File: config.mk
export PLATFORM = sky130hd
export DESIGN_NAME = square_drawer
export DESIGN_NICKNAME = d
export VERILOG_FILES = /design/src/rtl/square_pkg.sv /design/src/rtl/square_scan.sv /design/src/rtl/square_drawer.sv
export SDC_FILE = /design/constraint.sdc
export NUM_CORES = 1
export LEC_CHECK = 0
export CAP_MARGIN = 0
export CORE_MARGIN = 1.5
export CORE_UTILIZATION = 49
export CTS_CLUSTER_SIZE = 16
export DETAILED_ROUTE_END_ITERATION = 8
export HOLD_SLACK_MARGIN = 0.03
export PLACE_DENSITY = 0.77
export SLEW_MARGIN = 20
export SYNTH_ARGS = -nofsm -noshare
export SYNTH_HDL_FRONTEND = slang
export SYNTH_SLANG_ARGS = --single-unit
export TNS_END_PERCENT = 100
File: constraint.sdc
create_clock -name clk -period 3 [get_ports clk]
set_input_delay 0.6 -clock clk [delete_from_list [all_inputs] [get_ports clk]]
set_output_delay 0.6 -clock clk [all_outputs]
set_load 0.01 [all_outputs]
File: src/rtl/square_pkg.sv
// Shared types and constants for the square drawer: screen limits, the
// 11-bit coordinate type and the drawer FSM state encoding.
package square_pkg;

    localparam int unsigned SCREEN_W = 640;
    localparam int unsigned SCREEN_H = 480;

    typedef logic [10:0] coord_t;

    typedef enum logic [2:0] {
        StIdle,
        StReq,
        StRelease,
        StErase,
        StDraw,
        StFin
    } state_e;

endpackage

File: src/rtl/square_scan.sv
// SIDE x SIDE raster scanner. A start pulse arms the scan, which then emits
// one coordinate per cycle (column inner, row outer) and flags the final one
// with last. Coordinates are origin + offset; in_bounds marks on-screen pixels.
module square_scan
    import square_pkg::*;
#(
    parameter int unsigned SIDE = 16
) (
    input  logic   clk,
    input  logic   reset,
    input  logic   start,
    input  coord_t org_x,
    input  coord_t org_y,
    output logic   active,
    output logic   last,
    output coord_t pix_x,
    output coord_t pix_y,
    output logic   in_bounds
);

    localparam int unsigned CW = (SIDE > 1) ? $clog2(SIDE) : 1;
    localparam logic [CW-1:0] MaxOff = CW'(SIDE - 1);

    logic [CW-1:0] col_q, col_d;
    logic [CW-1:0] row_q, row_d;
    logic          active_q, active_d;
    logic          col_end, row_end;
    // One extra bit so origins near 2047 cannot wrap back on-screen.
    logic [11:0]   sum_x, sum_y;

    // Counter advance: start takes priority so a new pass can follow a last
    // coordinate with no gap.
    always_comb begin
        col_d    = col_q;
        row_d    = row_q;
        active_d = active_q;
        col_end  = (col_q == MaxOff);
        row_end  = (row_q == MaxOff);
        if (start) begin
            active_d = 1'b1;
            col_d    = '0;
            row_d    = '0;
        end else if (active_q) begin
            if (col_end) begin
                col_d = '0;
                if (row_end) begin
                    row_d    = '0;
                    active_d = 1'b0;
                end else begin
                    row_d = row_q + 1'b1;
                end
            end else begin
                col_d = col_q + 1'b1;
            end
        end
    end

    // Origin add and screen clip.
    always_comb begin
        sum_x     = {1'b0, org_x} + 12'(col_q);
        sum_y     = {1'b0, org_y} + 12'(row_q);
        pix_x     = sum_x[10:0];
        pix_y     = sum_y[10:0];
        in_bounds = (sum_x < 12'(SCREEN_W)) && (sum_y < 12'(SCREEN_H));
        active    = active_q;
        last      = active_q && col_end && row_end;
    end

    // Counter registers.
    always_ff @(posedge clk) begin
        if (reset) begin
            col_q    <= '0;
            row_q    <= '0;
            active_q <= 1'b0;
        end else begin
            col_q    <= col_d;
            row_q    <= row_d;
            active_q <= active_d;
        end
    end

endmodule

File: src/rtl/square_drawer.sv
// Square drawer: requests an origin from a location picker, then writes a
// SIDE x SIDE white square one pixel per cycle, clipped to 640x480.
// Define SQUARE_ERASE_EN to erase the previous square (black) before each draw.
module square_drawer
    import square_pkg::*;
#(
    parameter int unsigned SIDE = 16
) (
    input  logic        clk,
    input  logic        reset,
    input  logic        go,
    output logic        loc_start,
    input  logic        loc_done,
    input  logic [10:0] x_loc,
    input  logic [10:0] y_loc,
    output logic [10:0] pix_x,
    output logic [10:0] pix_y,
    output logic        pix_color,
    output logic        pix_we,
    output logic        busy,
    output logic        done
);

    state_e state_q, state_d;
    coord_t org_x_q, org_x_d;
    coord_t org_y_q, org_y_d;

`ifdef SQUARE_ERASE_EN
    coord_t prev_x_q, prev_x_d;
    coord_t prev_y_q, prev_y_d;
    logic   prev_valid_q, prev_valid_d;
`endif

    logic   scan_start;
    logic   scan_active;
    logic   scan_last;
    logic   scan_in_bounds;
    coord_t scan_org_x, scan_org_y;
    coord_t scan_x, scan_y;

    // Next-state logic, origin capture and scan sequencing.
    always_comb begin
        state_d    = state_q;
        org_x_d    = org_x_q;
        org_y_d    = org_y_q;
        scan_start = 1'b0;
`ifdef SQUARE_ERASE_EN
        prev_x_d     = prev_x_q;
        prev_y_d     = prev_y_q;
        prev_valid_d = prev_valid_q;
`endif
        unique case (state_q)
            StIdle: begin
                if (go) state_d = StReq;
            end
            StReq: begin
                if (loc_done) begin
                    org_x_d = x_loc;
                    org_y_d = y_loc;
                    state_d = StRelease;
                end
            end
            StRelease: begin
                // Wait for the picker to fall back to idle before scanning.
                if (!loc_done) begin
                    scan_start = 1'b1;
`ifdef SQUARE_ERASE_EN
                    state_d = prev_valid_q ? StErase : StDraw;
`else
                    state_d = StDraw;
`endif
                end
            end
`ifdef SQUARE_ERASE_EN
            StErase: begin
                if (scan_last) begin
                    scan_start = 1'b1;
                    state_d    = StDraw;
                end
            end
`endif
            StDraw: begin
                if (scan_last) begin
`ifdef SQUARE_ERASE_EN
                    prev_x_d     = org_x_q;
                    prev_y_d     = org_y_q;
                    prev_valid_d = 1'b1;
`endif
                    state_d = StFin;
                end
            end
            StFin: begin
                state_d = StIdle;
            end
            default: begin
                state_d = StIdle;
            end
        endcase
    end

    // Scanner origin select and Moore-style outputs.
    always_comb begin
`ifdef SQUARE_ERASE_EN
        scan_org_x = (state_q == StErase) ? prev_x_q : org_x_q;
        scan_org_y = (state_q == StErase) ? prev_y_q : org_y_q;
        pix_color  = (state_q == StDraw);
`else
        scan_org_x = org_x_q;
        scan_org_y = org_y_q;
        pix_color  = 1'b1;
`endif
        pix_x     = scan_x;
        pix_y     = scan_y;
        pix_we    = scan_active && scan_in_bounds;
        loc_start = (state_q == StReq);
        busy      = (state_q != StIdle);
        done      = (state_q == StFin);
    end

    square_scan #(
        .SIDE(SIDE)
    ) u_scan (
        .clk      (clk),
        .reset    (reset),
        .start    (scan_start),
        .org_x    (scan_org_x),
        .org_y    (scan_org_y),
        .active   (scan_active),
        .last     (scan_last),
        .pix_x    (scan_x),
        .pix_y    (scan_y),
        .in_bounds(scan_in_bounds)
    );

    // State and origin registers.
    always_ff @(posedge clk) begin
        if (reset) begin
            state_q <= StIdle;
            org_x_q <= '0;
            org_y_q <= '0;
`ifdef SQUARE_ERASE_EN
            prev_x_q     <= '0;
            prev_y_q     <= '0;
            prev_valid_q <= 1'b0;
`endif
        end else begin
            state_q <= state_d;
            org_x_q <= org_x_d;
            org_y_q <= org_y_d;
`ifdef SQUARE_ERASE_EN
            prev_x_q     <= prev_x_d;
            prev_y_q     <= prev_y_d;
            prev_valid_q <= prev_valid_d;
`endif
        end
    end

endmodule

==> results of run 1 <==
==> routing by layer <==
layer  wire, um  vias up
met5          0        -
met2       2280       41
li1           -     1012
met4         49        0
met3        216        4
met1       2360      948
==> Yosys cell counts, drive strengths merged (2+ instances only) <==
cell and instances:
o211ai 2, a211oi 3, buf 9, inv 14, o21ai 5, nor2 15, nand2b 2, mux2i 2
dfxtp 34, nor2b 2, clkbuf 5, and3 4, xnor2 10, nor3 7, ha 10, nand3 9
xor2 11, nand2 59, o22ai 2, or3 3, a21oi 33, and2 3, fa 2
==> stage by stage <==
stage | setup TNS (ns) | hold WS [ns] | cells
finish | 0 | 0.459 | 375
global route | -0.0320 | 0.479 | 375
CTS | 0 | 0.465 | 374
detailed placement | -0.168 | 0.456 | 368
global placement | -0.154 | 0.454 | 368
floorplan | 0 | 0.441 | 265
==> logic make-up (layout without fill, tap and decap cells) <==
kind of cell / count (synthesis) / in the layout / synth area share (%)
adders and majority gates: 12 / 12 / 7.90
buffers and inverters: 28 / 88 / 6.64
xor gates and xnor gates: 21 / 21 / 8.80
DFF: 34 / 34 / 32.6
AOI/OAI and AO/OA: 53 / 53 / 16.2
and+or+nand+nor: 113 / 113 / 26.3
muxes: 3 / 3 / 1.50
other: 1 / 1 / 0.179
==> worst paths after layout <==
| check | startpoint | endpoint | slack [ns] | depth (start not counted) |
|---|---|---|---|---|
| setup reg to reg | state_q[0] | org_y_q[1] | 1.27 | 5 |
| hold / removal | org_y_q[0] | org_y_q[0] | 0.46 | 2 |
| hold reg to reg | org_y_q[0] | org_y_q[0] | 0.46 | 2 |
| setup / recovery | org_x_q[0] | pix_we | 0.11 | 10 |
==> critical path, stage by stage, from the launching register on <==
cell	delay [ns]
dfxtp_1	0.34
ha_2	0.18
inv_1	0.06
fa_2	0.35
and2b_2	0.26
o221a_4	0.19
buf_4	0.11
o22ai_1	0.07
a311oi_2	0.25
nor4_2	0.06
buf_2	0.14
==> registers in the layout, summed over array words and instances (netlist names) <==
signal / flops
u_scan.row_q: 4
u_scan.active: 1
u_scan.col_q: 4
org_x_q: 11
state_q: 3
org_y_q: 11
==> final cells by class <==
type                            instances  area, um^2
Inverter                               14        52.6
Tap cell                               50        62.6
Multi-Input combinational cell        203        1330
Sequential cell                        34         683
Timing Repair Buffer                   68         627
Clock buffer                            6        82.6
Fill cell                             350        1220
==> power by group through the flow <==
stage | combinational [W] | clock, W | sequential (W)
global placement | 0.000141 | 0 | 0.000493
CTS | 0.000143 | 0.000340 | 0.000483
floorplan | 0.0000737 | 0 | 0.000488
global route | 0.000158 | 0.000361 | 0.000487
finish | 0.000143 | 0.000337 | 0.000484
detailed placement | 0.000144 | 0 | 0.000493
==> cell usage in the layout (no fill, tap or decap), types with 2 or more instances in the layout <==
cell             instances
nand2_1                 59
clkdlybuf4s50_1         42
dfxtp_1                 32
a21oi_1                 31
buf_4                   17
nor2_1                  14
inv_1                   13
xor2_1                  11
xnor2_1                 10
nand3_1                  8
nor3_1                   6
ha_1                     6
clkbuf_8                 6
dlygate4sd2_1            5
o21ai_0                  4
or3_1                    3
ha_2                     3
and2_4                   2
a21oi_2                  2
and3_1                   2
a211oi_2                 2
nor2b_1                  2
o22ai_1                  2
mux2i_1                  2
fa_2                     2
dfxtp_2                  2
dlymetal6s2s_1           2
==> repair_timing <==
action	4_1_cts	5_1_grt
buffers inserted	0	1
setup endpoints to repair	7	9
resized for setup	15	15
pin swaps	2	4
==> flow_metrics.py, run 1 <==
metrics = {
    "place": {
        "place_congestion": 0.843,
        "io_buffer_count": 51,
        "dpl.hpwl_mm": 3.43,
        "dp_worst_setup_slack_ns": -0.168,
        "placed_area_um2": 2700,
    },
    "grt": {
        "met2_usage_pct": 37.4,
        "grt_max_degree": 27,
        "grt_pass1_wl_mm": 8.10,
        "grt_use_met1_pct": 29.7,
        "grt_pass1_vias": 1837,
        "grt_use_total_pct": 23.2,
        "met3_usage_pct": 6.91,
        "grt-ovfl-total": 0,
        "antenna_found_initial": 0,
        "busiest_layer": "met2",
    },
    "drt": {
        "drt_first_pass_iters": 4,
        "viasPerCell": 5.35,
        "wl_per_cell_um": 13.1,
        "routed_wl_mm": 4.91,
        "route.detailed.drc": 0,
        "ant_nets": 0,
        "drt_iter0_drc": 94,
        "via_count": 2005,
    },
    "synth": {
        "synth_edf_count": 0,
        "synth_seq_cells": 34,
        "syn_area_um2": 2090,
        "async_flop_share_pct": 0,
        "synth_area_leaders": "dfxtp_1, nand2_1, a21oi_1",
        "synth_warnings": 0,
        "synthesis.nets": 303,
        "avgSynthCellArea_um2": 7.89,
        "synth_cell_types": 52,
        "synth_top_area_cell": "dfxtp_1",
        "synth_top_area_share_pct": 32.6,
        "synth_flop_cell": "dfxtp_1",
        "synthCells": 265,
        "synth_seq_area_share_pct": 32.6,
    },
    "sta": {
        "slew_violations": 0,
        "fin_skew_ns": 0.00203,
        "rsz0062_at_grt": "true",
        "clock.fmax_mhz": 346,
        "slew-limit-headroom_pct": 45.0,
        "hold_viol": 0,
        "period_share_pct": 96.4,
        "finalSetupViolations": 0,
        "min_period_ns": 2.89,
        "setup_ws_ns": 0.109,
        "tightest_slew_ns": 0.822,
    },
    "power_and_ir_drop": {
        "total_power_w": 0.000965,
        "switching_share_pct": 25.0,
        "p_comb_share_pct": 14.8,
        "leakage_nw": 1.17,
        "clock_power_share_pct": 35.0,
        "ir_worst_vdd_uv": 237,
        "powerDensity_nw_per_um2": 340,
        "p_sw_w": 0.000241,
        "p_int_w": 0.000723,
        "sequentialPowerShare_pct": 50.2,
    },
    "final_layout": {
        "syn_to_final_growth_pct": 35.5,
        "diodes": 0,
        "drive_gt1_share_pct": 16.9,
        "num-nets-final": 364,
        "final_util_pct": 69.8,
        "post-route-cell-area_um2": 2830,
    },
    "die": {
        "pin_count": 53,
        "die_w_um": 68.3,
        "start_util_pct": 51.5,
        "num_rows": 23,
        "die-area_um2": 4670,
        "core_um2": 4060,
        "die_height_um": 68.3,
    },
    "clocking": {
        "numCtsBuffers": 5,
        "clockBufferDepth": 2,
        "cts_tree": "built",
        "cts_hold_buf": 0,
        "root_buffer": "clkbuf_8",
        "cts_sinks": 34,
        "ctsHtreeMaxLevel": 2,
        "worstSkewPairLatency_ns": 0.28,
        "path_clk_slew_ns": 0.07,
    },
    "run_status": {
        "status": "complete, no violations",
    },
    "setup_path": {
        "crit_type": "register to primary output",
        "crit_path_end_kind": "primary output",
        "arrival_ns": 2.29,
        "path_max_fanout": 3,
        "cp.required_ns": 2.40,
        "start_kind": "register",
    },
    "min_path": {
        "hp-class": "register to register",
    },
    "flow_run": {
        "drv_cap": 0,
    },
}
Note: power is estimated with default switching activity, not from simulation.
==> run 2, diff against run 1 <==
--- a/config.mk
+++ b/config.mk
@@ -5,13 +5,14 @@
 export SDC_FILE = /design/constraint.sdc
 export NUM_CORES = 1
 export LEC_CHECK = 0
+export ABC_AREA = 1
 export CAP_MARGIN = 0
 export CORE_MARGIN = 1.5
-export CORE_UTILIZATION = 49
+export CORE_UTILIZATION = 50
 export CTS_CLUSTER_SIZE = 16
 export DETAILED_ROUTE_END_ITERATION = 8
 export HOLD_SLACK_MARGIN = 0.03
-export PLACE_DENSITY = 0.77
+export PLACE_DENSITY = 0.78
 export SLEW_MARGIN = 20
 export SYNTH_ARGS = -nofsm -noshare
 export SYNTH_HDL_FRONTEND = slang
==> flow_metrics.py, run 2 <==
metrics = {
    "run_status": {
        "status": "complete, no violations",
    },
    "synth": {
        "synth_edf_count": 0,
        "synth_cell_types": 33,
        "synth_warnings": 0,
        "synthCells": 330,
        "yosys-mux-area-fraction_pct": 0,
        "synthXorXnorAreaFrac_pct": 4.04,
        "avgSynthCellArea_um2": 6.57,
        "synth_top_area_cell": "dfxtp_1",
        "synthesis.nets": 368,
        "synth_flop_cell": "dfxtp_1",
        "synth_fa_ha_area_share_pct": 7.62,
        "synth-compound-area-share_pct": 12.9,
        "synthTopCellsByCount": "nand2_1, nor2_1, inv_1",
        "synth_seq_area_share_pct": 31.4,
        "synth_area_leaders": "dfxtp_1, nand2_1, nor2_1",
        "synth_top_family_by_area": "simple AND/OR/NAND/NOR gates",
        "syn_area_um2": 2170,
        "async_flop_share_pct": 0,
        "synth_top_area_share_pct": 31.4,
        "yosys.cell_count.top_type": "nand2_1",
        "synth-simple-area-share_pct": 34.4,
        "synth_seq_cells": 34,
    },
    "grt": {
        "met2_usage_pct": 42.4,
        "met3_usage_pct": 5.19,
        "grt_use_total_pct": 24.5,
        "grt_max_degree": 36,
        "grt_pass1_wl_mm": 8.55,
        "grt_use_met1_pct": 29.1,
        "grt_pass1_vias": 2003,
        "grt-ovfl-total": 0,
        "antenna_found_initial": 0,
        "busiest_layer": "met2",
    },
    "final_layout": {
        "drive_gt1_share_pct": 8.88,
        "syn_to_final_growth_pct": 31.6,
        "post-route-cell-area_um2": 2850,
        "diodes": 0,
        "final_util_pct": 69.8,
        "num-nets-final": 420,
        "fillCellCount": 362,
        "mostFrequentLayoutCell": "nand2_1",
        "final_cell_mix": "nand2_1, nor2_1, clkdlybuf4s50_1, inv_1, dfxtp_1",
        "reg.largest.list": "org_x_q: 11 flops, org_y_q: 11 flops",
    },
    "sta": {
        "slew_violations": 0,
        "period_share_pct": 96.4,
        "tightest_slew_ns": 0.622,
        "clock.fmax_mhz": 346,
        "min_period_ns": 2.89,
        "slew-limit-headroom_pct": 58.4,
        "fin_skew_ns": 0.00447,
        "finalSetupViolations": 0,
        "hold_viol": 0,
        "fin_setup_tns_ns": 0,
    },
    "flow_run": {
        "drv_cap": 0,
    },
    "power_and_ir_drop": {
        "powerDensity_nw_per_um2": 491,
        "leakage_nw": 1.23,
        "ir_worst_vdd_uv": 345,
        "total_power_w": 0.00140,
    },
    "drt": {
        "wl_per_cell_um": 12.5,
        "routed_wl_mm": 5.42,
        "drt_iter0_drc": 122,
        "route.detailed.drc": 0,
        "via_count": 2231,
        "ant_nets": 0,
        "drt_first_pass_iters": 4,
        "viasPerCell": 5.15,
    },
    "clocking": {
        "root_buffer": "clkbuf_8",
        "path_clk_slew_ns": 0.07,
        "ctsHtreeMaxLevel": 2,
        "worstSkewPairLatency_ns": 0.29,
        "numCtsBuffers": 5,
        "cts_tree": "built",
        "clockBufferDepth": 2,
        "cts_sinks": 34,
        "cts_setup_buffers": 0,
    },
    "place": {
        "place_congestion": 0.875,
        "placed_area_um2": 2720,
        "io_buffer_count": 51,
        "dpl.hpwl_mm": 3.98,
    },
    "setup_path": {
        "crit_type": "register to primary output",
        "cpPeakStageDelay_ns": 0.53,
        "crit_path_cell_trace": "ha_2, inv_1, fa_2, inv_1, nand3_2, nand2_4, nand4_1, nand2_2, clkdlybuf4s50_1",
        "cpMostUsedCell": "inv_1",
        "cp.required_ns": 2.40,
        "start_kind": "register",
        "crit_path_end_kind": "primary output",
        "crit_slowest_cell": "clkdlybuf4s50_1",
        "path_max_fanout": 6,
        "crit_buf_inv": 3,
        "path_delay_family": "buffers and inverters",
        "arrival_ns": 2.29,
    },
    "die": {
        "pin_count": 53,
        "die-area_um2": 4740,
        "start_util_pct": 53.1,
        "num_rows": 23,
        "die_w_um": 68.9,
        "core_um2": 4090,
        "die_height_um": 68.9,
    },
    "min_path": {
        "hp-class": "register to register",
    },
}
## run 2: worst register-to-register path, cell delays in order, from the launching register on
cell and delay (ns):
dfxtp_1 0.36, nor3_4 0.24, nand2_2 0.40, inv_2 0.38
nor2_1 0.08, nor2_1 0.10
## run 2: what timing repair did
item                       in CTS  in global routing
hold endpoints to repair        0                  0
setup endpoints to repair       3                  9
hold buffers                    0                  0
resized for setup               4                  8
pin swaps                       1                  2
## run 2: area by class of cell
class                           count  area, um^2  share of cell area [%]
Clock buffer                        7        76.3                    2.67
Clock inverter                      1        30.0                    1.05
Inverter                           44         165                    5.79
Multi-Input combinational cell    244        1320                    46.1
Sequential cell                    34         681                    23.8
Tap cell                           50        62.6                    2.19
Timing Repair Buffer               53         524                    18.4
## run 2: through the flow
stage                     hold slack [ns]  instances  setup slack, ns
after global placement              0.473        425            0.136
after global routing                0.535        433          -0.0369
after floorplan                     0.457        330            0.574
after detailed placement            0.484        425           0.0507
after CTS                           0.495        433          0.00319
final                               0.492        433            0.109
## run 2: logic make-up after synthesis
family	count (synthesis)
compound gates	54
xor+xnor	10
fa+ha+maj	12
buf+inv	52
flops	34
other cells	1
simple gates	167
## run 2: power breakdown
group	internal, W	switching, W
Combinational	0.000205	0.000214
Sequential	0.000506	0.0000545
Clock	0.000249	0.000173
## run 2: worst paths after layout
check	from	end	slack, ns	cells after the start
setup / recovery	org_y_q[0]	pix_y[10]	0.11	9
hold / removal	org_y_q[10]	org_y_q[10]	0.49	2
setup reg to reg	state_q[2]	org_x_q[6]	1.38	5
hold reg to reg	org_y_q[10]	org_y_q[10]	0.49	2
## run 2: metal layers
metal  vias up  routed length [um]
met4         0                 102
met1       996                2510
li1       1151                   -
met2        75                2530
met5         -                   0
met3         9                 281
==> run 3, diff against run 2 <==
==> constraint.sdc (replaced) <==
create_clock -name clk -period 3.25 [get_ports clk]
set_input_delay 0.65 -clock clk [delete_from_list [all_inputs] [get_ports clk]]
set_output_delay 0.65 -clock clk [all_outputs]
set_load 0.01 [all_outputs]
==> flow_metrics.py, run 3 (synthesized netlist as in run 2, its figures left out) <==
metrics = {
    "run_status": {
        "status": "complete, no violations",
    },
    "setup_path": {
        "start_kind": "register",
        "crit_path_end_kind": "primary output",
        "r2r_cells": 5,
        "crit_type": "register to primary output",
        "timing.rr.end": "org_x_q[5]",
        "cp.required_ns": 2.60,
        "arrival_ns": 2.41,
        "r2r-start": "state_q[2]",
        "path_max_fanout": 6,
        "r2r_slack_ns": 1.64,
    },
    "min_path": {
        "hp-class": "register to register",
        "hold_path_depth": 2,
        "hold_start": "org_x_q[10]",
        "whs_endpoint": "org_x_q[10]",
    },
    "power_and_ir_drop": {
        "leakage_nw": 1.20,
        "ir_worst_vdd_uv": 362,
        "p_sw_w": 0.000392,
        "p_comb_share_pct": 29.6,
        "total_power_w": 0.00129,
        "clock_power_share_pct": 30.4,
        "sequentialPowerShare_pct": 40.0,
        "powerDensity_nw_per_um2": 458,
        "p_int_w": 0.000902,
        "switching_share_pct": 30.3,
    },
    "place": {
        "place_congestion": 0.920,
        "placedCellCount": 424,
        "io_buffer_count": 51,
        "dpl.hpwl_mm": 3.90,
    },
    "clocking": {
        "ctsResizeCount": 2,
        "path_clk_slew_ns": 0.07,
        "cts_setup_buffers": 0,
        "cts_tree": "built",
        "root_buffer": "clkbuf_8",
        "ctsHtreeMaxLevel": 2,
        "clockBufferDepth": 2,
        "cts_hold_buf": 0,
        "worstSkewPairLatency_ns": 0.28,
        "cts_sinks": 34,
        "numCtsBuffers": 5,
    },
    "drt": {
        "routed_wl_mm": 5.19,
        "ant_nets": 0,
        "drt_iter0_drc": 166,
        "wl_per_cell_um": 12.0,
        "drt_first_pass_iters": 4,
        "viasPerCell": 5.08,
        "route.detailed.drc": 0,
        "via_count": 2189,
    },
    "grt": {
        "grt_use_total_pct": 23.5,
        "met2_usage_pct": 38.2,
        "antenna_found_initial": 0,
        "grt_pass1_wl_mm": 8.31,
        "met3_usage_pct": 4.38,
        "grt_use_met1_pct": 31.2,
        "grt-ovfl-total": 0,
        "busiest_layer": "met2",
        "grt_max_degree": 36,
        "grt_pass1_vias": 1916,
    },
    "final_layout": {
        "mostFrequentLayoutCell": "nand2_1",
        "fin_cells": 431,
        "num-nets-final": 419,
        "syn_to_final_growth_pct": 30.1,
        "diodes": 0,
        "final_util_pct": 69.0,
        "reg.largest.list": "org_x_q: 11 flops, org_y_q: 11 flops",
        "drive_gt1_share_pct": 7.61,
        "final_cell_mix": "nand2_1, nor2_1, clkdlybuf4s50_1, inv_1, dfxtp_1",
    },
    "die": {
        "start_util_pct": 53.1,
        "core_um2": 4090,
        "die-area_um2": 4740,
        "die_height_um": 68.9,
        "pin_count": 53,
        "die_w_um": 68.9,
        "num_rows": 23,
    },
    "sta": {
        "rsz0062_at_grt": "false",
        "fin_setup_tns_ns": 0,
        "clock.fmax_mhz": 327,
        "period_share_pct": 94.1,
        "fin_skew_ns": 0.00684,
        "tightest_slew_ns": 0.598,
        "hold_viol": 0,
        "hold_ws_ns": 0.489,
        "min_period_ns": 3.06,
        "slew-limit-headroom_pct": 60.0,
        "finalSetupViolations": 0,
        "slew_violations": 0,
    },
    "flow_run": {
        "drv_cap": 0,
    },
}
==> run 3: cell types whose count changed in the layout (fill, tap and decap cells not counted), sizes merged <==
cell / delta
buf: -1
clkbuf: -2
clkdlybuf4s50: +3
dlymetal6s2s: -2
==> run 3: power groups by stage <==
| stage | logic (W) | clock network [W] | registers (W) |
|---|---|---|---|
| after CTS | 0.000385 | 0.000399 | 0.000516 |
| after detailed placement | 0.000382 | 0 | 0.000526 |
| after global placement | 0.000380 | 0 | 0.000524 |
| final | 0.000383 | 0.000393 | 0.000517 |
| after global routing | 0.000426 | 0.000418 | 0.000524 |
| after floorplan | 0.000222 | 0 | 0.000512 |
==> run 3: worst max-delay path, stage by stage, from the launching register on <==
cell and delay (ns):
dfxtp_1 0.37, ha_1 0.16, inv_1 0.06, fa_1 0.42
o21ai_2 0.32, nand2_1 0.11, xnor2_1 0.14, clkdlybuf4s50_1 0.54
==> run 3: worst max-delay path by stage <==
stage	startpoint	endpoint	slack, ns	cells after the start
final	u_scan.col_q[0]	pix_x[6]	0.19	7
after detailed placement	u_scan.row_q[0]	pix_we	0.20	13
after floorplan	u_scan.row_q[0]	pix_we	0.77	12
after global routing	u_scan.row_q[0]	pix_y[8]	0.004	11
after global placement	u_scan.row_q[0]	pix_we	0.29	13
after CTS	u_scan.col_q[0]	pix_x[6]	0.17	7
==> run 3: layout make-up <==
cell class / count / area (um^2)
multi-input combinational: 244 / 1280
clock inverter: 1 / 30.0
fill: 377 / 1260
inverter: 44 / 165
clock buffer: 6 / 82.6
tap: 50 / 62.6
sequential: 34 / 682
timing repair buffer: 52 / 517
==> run 3: layer usage <==
metal,vias up,part of all wire [%]
li1,1144,-
met1,978,48
met2,61,46
met3,6,5.2
met4,0,1.1
met5,-,0
==> run 3: stage by stage <==
stage	area, um^2	setup slack (ns)
2_1_floorplan	2170	0.774
3_3_place_gp	2710	0.286
3_5_place_dp	2710	0.196
4_1_cts	2820	0.171
5_1_grt	2820	0.00426
6_report	2820	0.190
